$ cat src/rtl/multicycle_control_fsm.sv
// multicycle_control_fsm: Moore control FSM sequencing the shared multicycle MIPS datapath
// (one memory, one ALU, one register file) through fetch/decode/execute/memory/writeback.
module multicycle_control_fsm #(
    parameter bit SUPPORT_ADDI = 1'b1,
    parameter bit SUPPORT_J    = 1'b1
) (
    input  logic       clk,
    input  logic       reset,
    input  logic [5:0] opcode,
    output logic       IorD,
    output logic       MemWrite,
    output logic       IRWrite,
    output logic       RegDst,
    output logic       MemtoReg,
    output logic       RegWrite,
    output logic       ALUSrcA,
    output logic [1:0] ALUSrcB,
    output logic [1:0] ALUOp,
    output logic [1:0] PCSrc,
    output logic       PCWrite,
    output logic       Branch,
    output logic       illegal_op,
    output logic [3:0] state
);
    typedef enum logic [3:0] {
        S_FETCH  = 4'd0,
        S_DECODE = 4'd1,
        S_MEMADR = 4'd2,
        S_MEMRD  = 4'd3,
        S_MEMWB  = 4'd4,
        S_MEMWR  = 4'd5,
        S_EXEC   = 4'd6,
        S_ALUWB  = 4'd7,
        S_BEQ    = 4'd8,
        S_ADDIEX = 4'd9,
        S_ADDIWB = 4'd10,
        S_JUMP   = 4'd11
    } state_t;

    localparam logic [5:0] OP_RTYPE = 6'h00;
    localparam logic [5:0] OP_LW    = 6'h23;
    localparam logic [5:0] OP_SW    = 6'h2B;
    localparam logic [5:0] OP_BEQ   = 6'h04;
    localparam logic [5:0] OP_ADDI  = 6'h08;
    localparam logic [5:0] OP_J     = 6'h02;

    state_t     r_state;
    state_t     w_next;
    state_t     w_dec_next;
    logic [5:0] r_op;
    logic       w_addi;
    logic       w_j;

    // The opcode is latched in DECODE so MEMADR's lw/sw choice ignores later IR changes.
    always_ff @(posedge clk) begin
        if (reset) begin
            r_state <= S_FETCH;
            r_op    <= '0;
        end else begin
            r_state <= w_next;
            if (r_state == S_DECODE) r_op <= opcode;
        end
    end

    assign w_addi = SUPPORT_ADDI && (opcode == OP_ADDI);
    assign w_j    = SUPPORT_J && (opcode == OP_J);
    assign w_dec_next = (opcode == OP_RTYPE)                   ? S_EXEC   :
                        (opcode == OP_LW || opcode == OP_SW)   ? S_MEMADR :
                        (opcode == OP_BEQ)                     ? S_BEQ    :
                        w_addi                                 ? S_ADDIEX :
                        w_j                                    ? S_JUMP   : S_FETCH;

    always_comb begin
        w_next     = S_FETCH;
        IorD       = 1'b0;
        MemWrite   = 1'b0;
        IRWrite    = 1'b0;
        RegDst     = 1'b0;
        MemtoReg   = 1'b0;
        RegWrite   = 1'b0;
        ALUSrcA    = 1'b0;
        ALUSrcB    = 2'b00;
        ALUOp      = 2'b00;
        PCSrc      = 2'b00;
        PCWrite    = 1'b0;
        Branch     = 1'b0;
        illegal_op = 1'b0;
        case (r_state)
            S_FETCH: begin
                ALUSrcB = 2'b01;
                IRWrite = 1'b1;
                PCWrite = 1'b1;
                w_next  = S_DECODE;
            end
            S_DECODE: begin
                ALUSrcB    = 2'b11;
                illegal_op = (w_dec_next == S_FETCH);
                w_next     = w_dec_next;
            end
            S_MEMADR: begin
                ALUSrcA = 1'b1;
                ALUSrcB = 2'b10;
                w_next  = (r_op == OP_SW) ? S_MEMWR : S_MEMRD;
            end
            S_MEMRD: begin
                IorD   = 1'b1;
                w_next = S_MEMWB;
            end
            S_MEMWB: begin
                MemtoReg = 1'b1;
                RegWrite = 1'b1;
            end
            S_MEMWR: begin
                IorD     = 1'b1;
                MemWrite = 1'b1;
            end
            S_EXEC: begin
                ALUSrcA = 1'b1;
                ALUOp   = 2'b10;
                w_next  = S_ALUWB;
            end
            S_ALUWB: begin
                RegDst   = 1'b1;
                RegWrite = 1'b1;
            end
            S_BEQ: begin
                ALUSrcA = 1'b1;
                ALUOp   = 2'b01;
                PCSrc   = 2'b01;
                Branch  = 1'b1;
            end
            S_ADDIEX: begin
                ALUSrcA = 1'b1;
                ALUSrcB = 2'b10;
                w_next  = S_ADDIWB;
            end
            S_ADDIWB: RegWrite = 1'b1;
            S_JUMP: begin
                PCSrc   = 2'b10;
                PCWrite = 1'b1;
            end
            default: w_next = S_FETCH;
        endcase
        // Reset gates every output so the reset cycle never fetches or writes.
        if (reset) begin
            {IorD, MemWrite, IRWrite, RegDst, MemtoReg, RegWrite, ALUSrcA} = '0;
            {ALUSrcB, ALUOp, PCSrc, PCWrite, Branch, illegal_op} = '0;
        end
        state = reset ? 4'd0 : r_state;
    end
endmodule
$ cat config.mk
export PLATFORM = sky130hd
export DESIGN_NAME = multicycle_control_fsm
export DESIGN_NICKNAME = d
export VERILOG_FILES = /design/src/rtl/multicycle_control_fsm.sv
export SDC_FILE = /design/constraint.sdc
export NUM_CORES = 1
export LEC_CHECK = 0
export BUFFER_PORTS_ARGS = -buffer_cell sky130_fd_sc_hd__buf_2
export CAP_MARGIN = 0
export CORE_MARGIN = 2
export CORE_UTILIZATION = 50
export CTS_CLUSTER_DIAMETER = 40
export DETAILED_ROUTE_END_ITERATION = 8
export GPL_TIMING_DRIVEN = 0
export PLACE_DENSITY = 0.81
export SETUP_SLACK_MARGIN = 0.15
export SYNTH_ARGS = -nofsm -noshare
export SYNTH_HDL_FRONTEND = slang
export SYNTH_SLANG_ARGS = --single-unit
$ cat constraint.sdc
create_clock -name clk -period 3 [get_ports clk]
set_input_delay 0 -clock clk [delete_from_list [all_inputs] [get_ports clk]]
set_output_delay 0 -clock clk [all_outputs]
set_load 0.005 [all_outputs]
=== After elaboration in Yosys (flattened, before gate mapping) ===
Index checks and enable logic that the tools add are counted.
W data, S select, Z words.

* Register bits after elaboration: 10
* Latch bits: 0
* Memory bits (writable): 0
* Memory bits (read-only): 0
* Output and inout bits: 20
* Word-level logic and storage cells: 62
* Memories: 0

* Add/sub/neg operators: 0
* Multiply operators: 0
* Div/mod/pow operators: 0
* Order comparisons: 0
* Equality and inequality tests: 17
* Shift-type cells: 0
* Muxes and demuxes: 34
* Bitwise logic cells: 0
* Reductions and logical operators: 9

{| class="wikitable"
|+ Operators by type and width
! kind !! number
|-
| $mux W4 || 6
|-
| $pmux W4 S6 || 1
|-
| $mux W1 || 20
|-
| $eq A6 B6 Y1 const B || 3
|-
| $eq A4 B3 Y1 const B || 4
|-
| $eq A4 B4 Y1 const B || 4
|-
| $eq A4 B2 Y1 const B || 2
|-
| $logic_not A4 Y1 || 2
|-
| $pmux W2 S2 || 2
|-
| $eq A6 B2 Y1 const B || 1
|-
| $eq A6 B3 Y1 const B || 1
|-
| $eq A6 B4 Y1 const B || 1
|-
| $logic_not A6 Y1 || 1
|-
| $mux W2 || 3
|-
| $pmux W2 S3 || 1
|-
| $reduce_or A2 Y1 || 3
|-
| $eq A4 B1 Y1 const B || 1
|-
| $reduce_or A4 Y1 || 1
|-
| $mux W3 || 1
|-
| $reduce_or A3 Y1 || 1
|-
| $logic_or A1 B1 Y1 || 1
|}

=== Logic depth before layout (Yosys ltp) ===
Gate-level depths: netlist (run 1).

* Word-level depth: 9
* Gate-level depth with buffers: 6
* Mapped depth without buffers: 4

=== Worst setup path before layout (run 1) ===
Ideal clock, no wire load.

* Path kind: register to register
* From: register r_state[2]
* To: register r_state[1]
* Setup time: 0.070 ns
* Arrival time: 1.429 ns
* Data required time: 2.930 ns
* Setup slack: 1.501 ns
* Stages on the path, launching flop included: 7
* Buffers on the path: 2
* Clock period less this slack: 1.499 ns
* Path through: dfxtp_1 buf_6 or4b_4 buf_6 nor3_4 a221oi_1 a21oi_1

* Word-level cells in the longest chain between the ends: 2
* Elaborated cells between the ends (all ways): 7
* Classes of those cells: eq/ne: 5; mux: 1; reduce/logical: 1

{| class="wikitable"
|+ RTL lines
! what !! RTL line !! RTL
|-
| start, declared || 47 || <nowiki>state_t r_state;</nowiki>
|-
| start signal, assigned || 60 || <nowiki>r_state <= w_next;</nowiki>
|-
| $eq A4 B4 Y1, or another cell as far along || 88 || <nowiki>case (r_state)</nowiki>
|-
| $pmux W4 S6 (*) || 88 ||
|}

Every way passes the cells marked *; elsewhere a longest branch is shown, timed or not.
A chain may end at the register's enable or synchronous reset.

=== Worst setup path after layout (run 1) ===
* From: register r_state[2]
* To: output port illegal_op

* Word-level cells in the longest chain between the ends: 3

{| class="wikitable"
|+ RTL lines
! what !! RTL line !! RTL
|-
| $eq A4 B1 Y1 || 88 ||
|-
| $mux W1 || 88 ||
|-
| $mux W1 || 145 || <nowiki>if (reset) begin</nowiki>
|-
| end, declared || 22 || <nowiki>output logic illegal_op,</nowiki>
|}

No other way between the ends.

==> results.sh, run 1 <==
export IMPL_status="complete, no violations"
export IMPL_wl_per_cell_um=13.0
export IMPL_reg2reg_depth=6
export IMPL_antenna_cells=0
export IMPL_die_w_um=42.6
export IMPL_place_gp_congestion=0.827
export IMPL_fin_skew_ns=0.00655
export IMPL_cpMostUsedCell="buf_6"
export IMPL_post_dp_cell_area_um2=898
export IMPL_antenna_found_initial=0
export IMPL_hold_slack_ns=0.0204
export IMPL_nets=146
export IMPL_critPathLaunch="r_state[2]"
export IMPL_cts_clk_slew_worst_paths_ns=0.06
export IMPL_worstPathMaxFanout=8
export IMPL_hold_viol_final=0
export IMPL_clockBufferDepth=2
export IMPL_dr_pass1_iters=4
export IMPL_grt_pass1_wl_um=3130
export IMPL_core_area_mm2=0.00135
export IMPL_r2r_start="r_state[2]"
export IMPL_final_core_util=0.682
export IMPL_ys_warn_count=0
export IMPL_yosys_register_bits=10
export IMPL_endpoint="illegal_op"
export IMPL_critPathSlowestCell="or4b_4"
export IMPL_die_h_um=42.6
export IMPL_tns_ns=0
export IMPL_p_sw_mw=0.0865
export IMPL_grt_start_max_net_pins=11
export IMPL_drtIter0Drc=19
export IMPL_maxCapViolations=0
export IMPL_seq_power_share=0.481
export IMPL_cts_tree="built"
export IMPL_internal_power_mw=0.215
export IMPL_start_kind="flop"
export IMPL_yosysSeqAreaShare=0.269
export IMPL_swShare=0.287
export IMPL_wirelength_um=1970
export IMPL_fmax_ghz=0.550
export IMPL_ir_drop_v=0.000325
export IMPL_num_rows=13
export IMPL_min_period_over_period=0.606
export IMPL_rsz0062_at_grt="false"
export IMPL_r2r_end="r_state[0]"
export IMPL_synth_area_um2=744
export IMPL_start_util=0.551
export IMPL_synth_cells=106
export IMPL_clk_latency_ns=0.26
export IMPL_gr_total_overflow=0
export IMPL_synth_nets=114
export IMPL_critPathMaxStageDelay_ns=0.53
export IMPL_die_area_mm2=0.00181
export IMPL_clock_sink_count=10
export IMPL_layout_common_cells="buf_2 (27), nand2_1 (16), nor2_1 (12)"
export IMPL_min_period_ns=1.82
export IMPL_r2r_slack_ns=1.39
export IMPL_power_mw=0.302
export IMPL_postRouteAntennaNets=0
export IMPL_hold_buffers=0
export IMPL_ys_flop_type="dfxtp_1"
export IMPL_drv_slew=0
export IMPL_pwr_share_comb=0.236
export IMPL_post_dp_hpwl_um=1500
export IMPL_hp_class="in2reg"
export IMPL_path_depth=5
export IMPL_final_common_cell="buf_2"
export IMPL_cts_root_buf="clkbuf_4"
export IMPL_post_cts_setup_buffers=0
export IMPL_cts_repair_resize_count=0
export IMPL_via_count=826
export IMPL_grtUsageTotal=0.228
export IMPL_synth_cell_type_count=28
export IMPL_setup_violations=0
export IMPL_worst_setup_path_type="reg2out"
export IMPL_cp_num_buf_inv=3
export IMPL_area_delta_synth_final_pct=23.7
export IMPL_cts_max_level=1
export IMPL_power_leakage_nw=0.423
export IMPL_cpLargestDelayFamily="simple AND/OR/NAND/NOR gates"
export IMPL_relSlewSlack=0.586
export IMPL_worst_slew_pin_slew_ns=0.616
export IMPL_arrival_ns=1.82
export IMPL_required_ns=3.00
export IMPL_cts_buffers=3
export IMPL_power_density_mw_per_mm2=328
export IMPL_drcViolationCount=0
export IMPL_ios=28
export IMPL_crit_chain="buf_6 -> or4b_4 -> buf_6 -> a2111oi_2 -> buf_2"
export IMPL_power_frac_clock=0.284
export IMPL_cp_end_kind="output port"
export IMPL_drive_gt1_frac=0.265
export IMPL_drt_vias_per_instance=5.47
export IMPL_io_buffers=27
export IMPL_synthArstFlopShare=0
export IMPL_synth_avg_cell_area_um2=7.02
export IMPL_synth_edf_count=0
export IMPL_stdcell_area_um2=921
export IMPL_first_global_vias=687
## tightest hold or removal path, stage by stage
cell and delay, ns:
buf_2 0.12, nand2_1 0.06, a21oi_1 0.05
## cell type report
cell class	count	area [um^2]
Timing Repair Buffer	27	135
Multi-Input combinational cell	86	488
Tap cell	15	18.8
Buffer	9	52.6
Clock buffer	3	22.5
Fill cell	135	429
Inverter	1	3.75
Sequential cell	10	200
## cell usage after synthesis, types with 2 or more instances
master / count / area (um^2)
nor2b_1: 6 / 37.5
or3_1: 2 / 12.5
nor3_1: 7 / 35.0
nor4_1: 2 / 12.5
nand2b_1: 4 / 25.0
nand3_1: 6 / 30.0
dfxtp_1: 10 / 200
clkbuf_1: 6 / 22.5
o21ai_0: 2 / 10.0
nor2_1: 12 / 45.0
buf_6: 2 / 22.5
a21o_1: 3 / 22.5
a21oi_1: 11 / 55.1
a211oi_1: 2 / 15.0
xor2_1: 2 / 17.5
nor3b_1: 2 / 15.0
nand2_1: 16 / 60.1
## power by group through the flow
stage          clock [mW]  sequential, mW  combinational [mW]
6_report           0.0856           0.145              0.0711
5_1_grt            0.0982           0.145              0.0785
4_1_cts            0.0905           0.145              0.0709
3_5_place_dp            0           0.147              0.0705
3_3_place_gp            0           0.147              0.0685
2_1_floorplan           0           0.146              0.0460
## state kept, by name, summed over array words and instances (netlist names)
register / count
r_op: 6
r_state: 4
## worst min path at each step
stage               from        to  slack (ns)  depth (start not counted)
3_3_place_gp       reset  state[0]        0.28                          3
5_1_grt        opcode[4]   r_op[4]        0.02                          3
3_5_place_dp       reset  state[0]        0.29                          3
2_1_floorplan      reset  state[0]        0.04                          1
4_1_cts        opcode[0]   r_op[0]        0.01                          3
6_report       opcode[0]   r_op[0]        0.02                          3
## kinds of logic after synthesis
logic type / synth area share
compound gates: 0.193
buf+inv: 0.0756
simple gates: 0.439
flops: 0.269
xor+xnor: 0.0235
## through the flow
step / cells / setup WS, ns
after global placement: 148 / 1.45
after detailed placement: 148 / 1.43
after floorplan: 106 / 1.50
after CTS: 151 / 1.17
after global routing: 151 / 1.05
final: 151 / 1.18
## per-layer routing
metal  track usage  up-vias  share of wire
met4             0        0              0
li1              -      431              -
met1         0.297      363           0.43
met3        0.0776        0          0.078
met5             0        -              0
met2         0.388       32           0.49
Power figures use the tool's default switching activity.
==> run 2: changes to the inputs <==
--- a/config.mk
+++ b/config.mk
@@ -8,11 +8,11 @@
 export BUFFER_PORTS_ARGS = -buffer_cell sky130_fd_sc_hd__buf_2
 export CAP_MARGIN = 0
 export CORE_MARGIN = 2
-export CORE_UTILIZATION = 50
+export CORE_UTILIZATION = 47
 export CTS_CLUSTER_DIAMETER = 40
 export DETAILED_ROUTE_END_ITERATION = 8
 export GPL_TIMING_DRIVEN = 0
-export PLACE_DENSITY = 0.81
+export PLACE_DENSITY = 0.77
 export SETUP_SLACK_MARGIN = 0.15
 export SYNTH_ARGS = -nofsm -noshare
 export SYNTH_HDL_FRONTEND = slang
==> constraint.sdc (replaced) <==
create_clock -name clk -period 1.7 [get_ports clk]
set_input_delay 0 -clock clk [delete_from_list [all_inputs] [get_ports clk]]
set_output_delay 0 -clock clk [all_outputs]
set_load 0.005 [all_outputs]
==> run 2 against run 1 <==
  * Clock skew decreased by 0.0045 ns
  * Critical path depth unchanged
  * Largest power group unchanged
  * Sequential share of layout area fell by 2.2 points
==> results.sh, run 2 (synthesis results as in run 1) <==
export IMPL_status="complete, no violations"
export IMPL_reg_top3="r_op x6, r_state x4"
export IMPL_rsz0062_at_grt="true"
export IMPL_ios=28
export IMPL_arrival_ns=1.66
export IMPL_grtUsageTotal=0.208
export IMPL_worst_slew_pin_slew_ns=0.649
export IMPL_die_w_um=43.8
export IMPL_die_h_um=43.8
export IMPL_num_rows=14
export IMPL_drcViolationCount=0
export IMPL_first_global_vias=665
export IMPL_min_period_over_period=0.976
export IMPL_r2r_end="r_state[0]"
export IMPL_power_mw=0.613
export IMPL_hold_start="opcode[0]"
export IMPL_cts_root_buf="clkbuf_4"
export IMPL_grt_pass1_wl_um=2950
export IMPL_hold_viol_final=0
export IMPL_grt_start_max_net_pins=11
export IMPL_cts_max_level=1
export IMPL_reg2reg_depth=7
export IMPL_relSlewSlack=0.564
export IMPL_cts_tree="built"
export IMPL_drv_slew=0
export IMPL_r2r_start="r_state[2]"
export IMPL_cp_end_kind="output port"
export IMPL_area_delta_synth_final_pct=40.0
export IMPL_post_dp_hpwl_um=1400
export IMPL_via_count=871
export IMPL_hold_buffers=0
export IMPL_drt_vias_per_instance=5.58
export IMPL_antenna_cells=0
export IMPL_start_util=0.500
export IMPL_wl_per_cell_um=12.3
export IMPL_setup_violations=0
export IMPL_fin_skew_ns=0.00207
export IMPL_hp_class="in2reg"
export IMPL_ir_drop_v=0.000598
export IMPL_nets=149
export IMPL_layout_common_cells="buf_2 (27), nand2_1 (15), nor2_1 (12)"
export IMPL_worstPathMaxFanout=2
export IMPL_gr_total_overflow=0
export IMPL_clk_latency_ns=0.26
export IMPL_largest_reg_flops=6
export IMPL_wirelength_um=1920
export IMPL_drive_gt1_frac=0.400
export IMPL_power_leakage_nw=0.476
export IMPL_die_area_mm2=0.00192
export IMPL_regMostFlops="r_op"
export IMPL_cts_buffers=3
export IMPL_r2r_slack_ns=0.04
export IMPL_min_period_ns=1.66
export IMPL_final_common_cell="buf_2"
export IMPL_tns_ns=0
export IMPL_fmax_ghz=0.603
export IMPL_clock_sink_count=10
export IMPL_place_gp_congestion=0.831
export IMPL_required_ns=1.70
export IMPL_start_kind="flop"
export IMPL_hold_path_end="r_op[0]"
export IMPL_postRouteAntennaNets=0
export IMPL_drtIter0Drc=43
export IMPL_cts_clk_slew_worst_paths_ns=0.06
export IMPL_maxCapViolations=0
export IMPL_whs_path_depth=3
export IMPL_clockBufferDepth=2
export IMPL_io_buffers=27
export IMPL_antenna_found_initial=0
export IMPL_core_area_mm2=0.00149
export IMPL_worst_setup_path_type="reg2out"
export IMPL_dr_pass1_iters=5
export IMPL_power_density_mw_per_mm2=588
-- run 2: cell types whose count changed in the layout (fill, tap and decap cells not counted), sizes merged --
| cell | delta |
|---|---|
| buf | +4 |
-- run 2: critical path: stages (launching register included) --
cell,delay [ns]
dfxtp_2,0.31
buf_6,0.11
or4b_4,0.51
buf_6,0.14
a2111oi_4,0.17
buf_2,0.16
-- run 2: metrics by stage --
stage | hold WS (ns) | setup slack, ns | instance area (um^2) | utilization | std cells
after global routing | 0.0220 | -0.0272 | 1040 | 0.700 | 156
after detailed placement | 0.281 | 0.135 | 900 | 0.604 | 149
final | 0.0127 | 0.0404 | 1040 | 0.700 | 156
after CTS | 0.0130 | 0.0306 | 1000 | 0.674 | 156
after floorplan | 0.0424 | 0.201 | 744 | - | 106
after global placement | 0.276 | 0.144 | 900 | 0.604 | 149
-- run 2: what timing repair did --
| item | in CTS | in global routing |
|---|---|---|
| gates resized for setup | 10 | 18 |
| endpoints found under the setup margin | 11 | 19 |
| pin swaps | 5 | 1 |
| setup buffers | 3 | 0 |
-- run 2: power breakdown --
part,internal [mW],switching [mW],leakage [nW]
clock,0.130,0.0775,0.0210
combinational,0.0678,0.0823,0.372
sequential,0.247,0.00825,0.0833
-- run 2: layout make-up --
class | instances | area (um^2)
buffer | 9 | 75.1
clock buffer | 4 | 36.3
fill | 120 | 447
inverter | 1 | 3.75
multi-input combinational | 86 | 542
sequential | 10 | 204
tap | 16 | 20.0
timing repair buffer | 30 | 161
-- run 2: worst max-delay path by stage --
| stage | start | to | slack (ns) | cells past startpoint |
|---|---|---|---|---|
| 6_report | r_state[2] | illegal_op | 0.04 | 5 |
| 2_1_floorplan | r_state[2] | r_state[1] | 0.20 | 6 |
| 5_1_grt | r_state[2] | r_state[2] | -0.03 | 7 |
| 4_1_cts | r_state[2] | illegal_op | 0.03 | 5 |
| 3_3_place_gp | r_state[2] | r_state[1] | 0.14 | 6 |
| 3_5_place_dp | r_state[2] | r_state[0] | 0.14 | 6 |
-- run 2: routing by layer --
layer,GRT usage,vias up,share of wire
li1,-,438,-
met1,0.286,404,0.42
met2,0.324,29,0.50
met3,0.0750,0,0.082
met4,0.0242,0,0
met5,0,-,0
==> run 3: changes to the inputs <==
--- a/config.mk
+++ b/config.mk
@@ -13,6 +13,7 @@
 export DETAILED_ROUTE_END_ITERATION = 8
 export GPL_TIMING_DRIVEN = 0
 export PLACE_DENSITY = 0.77
+export REMOVE_ABC_BUFFERS = 1
 export SETUP_SLACK_MARGIN = 0.15
 export SYNTH_ARGS = -nofsm -noshare
 export SYNTH_HDL_FRONTEND = slang
==> run 3 against run 2 <==
  * Clock skew increased by 0.0033 ns
  * Sequential power decreased by 2%
  * Register-to-register slack better by 0.09 ns
  * Die area stayed put
  * Design area down 0.60%
  * Critical endpoint is now r_state[1]
  * Clock power up 6%
  * Cell count is 0.64% lower
  * Worst setup slack improved by 0.088 ns
  * Fmax up 5.6%
  * Core utilization shrank 0.42 points
==> results.sh, run 3 (synthesis results as in run 1) <==
export IMPL_status="complete, no violations"
export IMPL_whs_path_depth=3
export IMPL_tns_ns=0
export IMPL_drv_slew=0
export IMPL_antenna_found_initial=0
export IMPL_grt_pass1_wl_um=3240
export IMPL_required_ns=1.90
export IMPL_power_mw=0.626
export IMPL_hp_class="in2reg"
export IMPL_drt_vias_per_instance=5.68
export IMPL_fin_ws_ns=0.129
export IMPL_num_rows=14
export IMPL_layout_common_cells="buf_2 (27), nand2_1 (16), nor2_1 (12)"
export IMPL_ir_drop_v=0.000619
export IMPL_power_density_mw_per_mm2=605
export IMPL_nets=148
export IMPL_crit_chain="or4b_4 -> buf_6 -> nor3_4 -> a221oi_1 -> a21oi_1"
export IMPL_min_period_ns=1.57
export IMPL_cpLargestDelayFamily="simple AND/OR/NAND/NOR gates"
export IMPL_r2r_start="r_state[1]"
export IMPL_worst_slew_pin_slew_ns=0.498
export IMPL_power_leakage_nw=0.480
export IMPL_reg2reg_depth=5
export IMPL_die_h_um=43.8
export IMPL_critPathSlowestCell="or4b_4"
export IMPL_core_area_mm2=0.00149
export IMPL_antenna_cells=0
export IMPL_cts_clk_slew_worst_paths_ns=0.07
export IMPL_first_global_vias=756
export IMPL_gr_total_overflow=0
export IMPL_cts_tree="built"
export IMPL_clockBufferDepth=2
export IMPL_ios=28
export IMPL_worst_setup_path_type="reg2reg"
export IMPL_cts_buffers=3
export IMPL_critPathLaunch="r_state[1]"
export IMPL_regMostFlops="r_op"
export IMPL_relSlewSlack=0.665
export IMPL_die_area_mm2=0.00192
export IMPL_cts_max_level=1
export IMPL_drive_gt1_frac=0.403
export IMPL_place_gp_congestion=0.796
export IMPL_fillers=128
export IMPL_clk_latency_ns=0.27
export IMPL_maxCapViolations=0
export IMPL_cp_num_buf_inv=1
export IMPL_grt_start_max_net_pins=23
export IMPL_area_delta_synth_final_pct=39.2
export IMPL_fin_skew_ns=0.00535
export IMPL_start_util=0.500
export IMPL_final_common_cell="buf_2"
export IMPL_drcViolationCount=0
export IMPL_cp_end_kind="flop"
export IMPL_critPathMaxStageDelay_ns=0.57
export IMPL_min_period_over_period=0.924
export IMPL_hold_start="opcode[3]"
export IMPL_cts_root_buf="clkbuf_4"
export IMPL_hold_buffers=0
export IMPL_die_w_um=43.8
export IMPL_grtUsageTotal=0.224
export IMPL_drtIter0Drc=28
export IMPL_rsz0062_at_grt="true"
export IMPL_wirelength_um=2140
export IMPL_start_kind="flop"
export IMPL_worstPathMaxFanout=5
export IMPL_pre_cts_ws_ns=0.0185
export IMPL_io_buffers=27
export IMPL_post_dp_hpwl_um=1250
export IMPL_wl_per_cell_um=13.8
export IMPL_hold_viol_final=0
export IMPL_postRouteAntennaNets=0
export IMPL_setup_violations=0
export IMPL_via_count=880
export IMPL_reg_top3="r_op x6, r_state x4"
export IMPL_path_depth=5
export IMPL_arrival_ns=1.77
export IMPL_clock_sink_count=10
export IMPL_dr_pass1_iters=4
export IMPL_fmax_ghz=0.636
export IMPL_final_core_util=0.696
export IMPL_largest_reg_flops=6
==> run 3: cell count changes in the layout (fill, tap and decap cells not counted), moves of 2 or more <==
cell,delta
dfxtp_2,-3
dfxtp_4,+4
buf_6,-2
nor3_2,+2
buf_4,+6
clkbuf_1,-2
nor3_1,-2
==> run 3: cell type report <==
class / count / area [um^2] / share of cell area
Clock buffer: 4 / 36.3 / 0.0350
Inverter: 1 / 3.75 / 0.00362
Multi-Input combinational cell: 86 / 536 / 0.517
Sequential cell: 10 / 215 / 0.208
Tap cell: 16 / 20.0 / 0.0193
Timing Repair Buffer: 38 / 225 / 0.217
==> run 3: worst paths after layout <==
kind | end | slack (ns)
setup / recovery | r_state[1] | 0.13
hold / removal | r_op[3] | 0.02
setup reg to reg | r_state[1] | 0.13
hold reg to reg | r_op[0] | 0.46
==> run 3: routing by layer <==
metal | vias to the layer above | wire, um | track usage
li1 | 435 | - | -
met3 | 0 | 146 | 0.0792
met5 | - | 0 | 0
met1 | 416 | 906 | 0.283
met4 | 0 | 0 | 0.0727
met2 | 29 | 1090 | 0.356
==> run 3: metrics by stage <==
| step | cells | hold slack (ns) | area, um^2 |
|---|---|---|---|
| floorplan | 97 | 0.0269 | 692 |
| global route | 155 | 0.0281 | 1040 |
| detailed placement | 140 | 0.298 | 847 |
| finish | 155 | 0.0244 | 1040 |
| CTS | 153 | 0.00711 | 992 |
| global placement | 140 | 0.287 | 847 |
==> run 3: timing repair <==
item,CTS,global route
setup buffers,9,2
setup endpoints to repair,12,18
pin swaps,3,4
cloned,0,0
resized for setup,12,6
==> run 3: report_power, final <==
part	internal, mW	switching [mW]
Combinational	0.0709	0.0871
Clock	0.130	0.0889
Sequential	0.243	0.00635
Total	0.444	0.182
==> run 3: worst register-to-register path: stages (launching register included) <==
cell and delay (ns):
dfxtp_4 0.34, or4b_4 0.57, buf_6 0.16, nor3_4 0.15, a221oi_1 0.11, a21oi_1 0.16
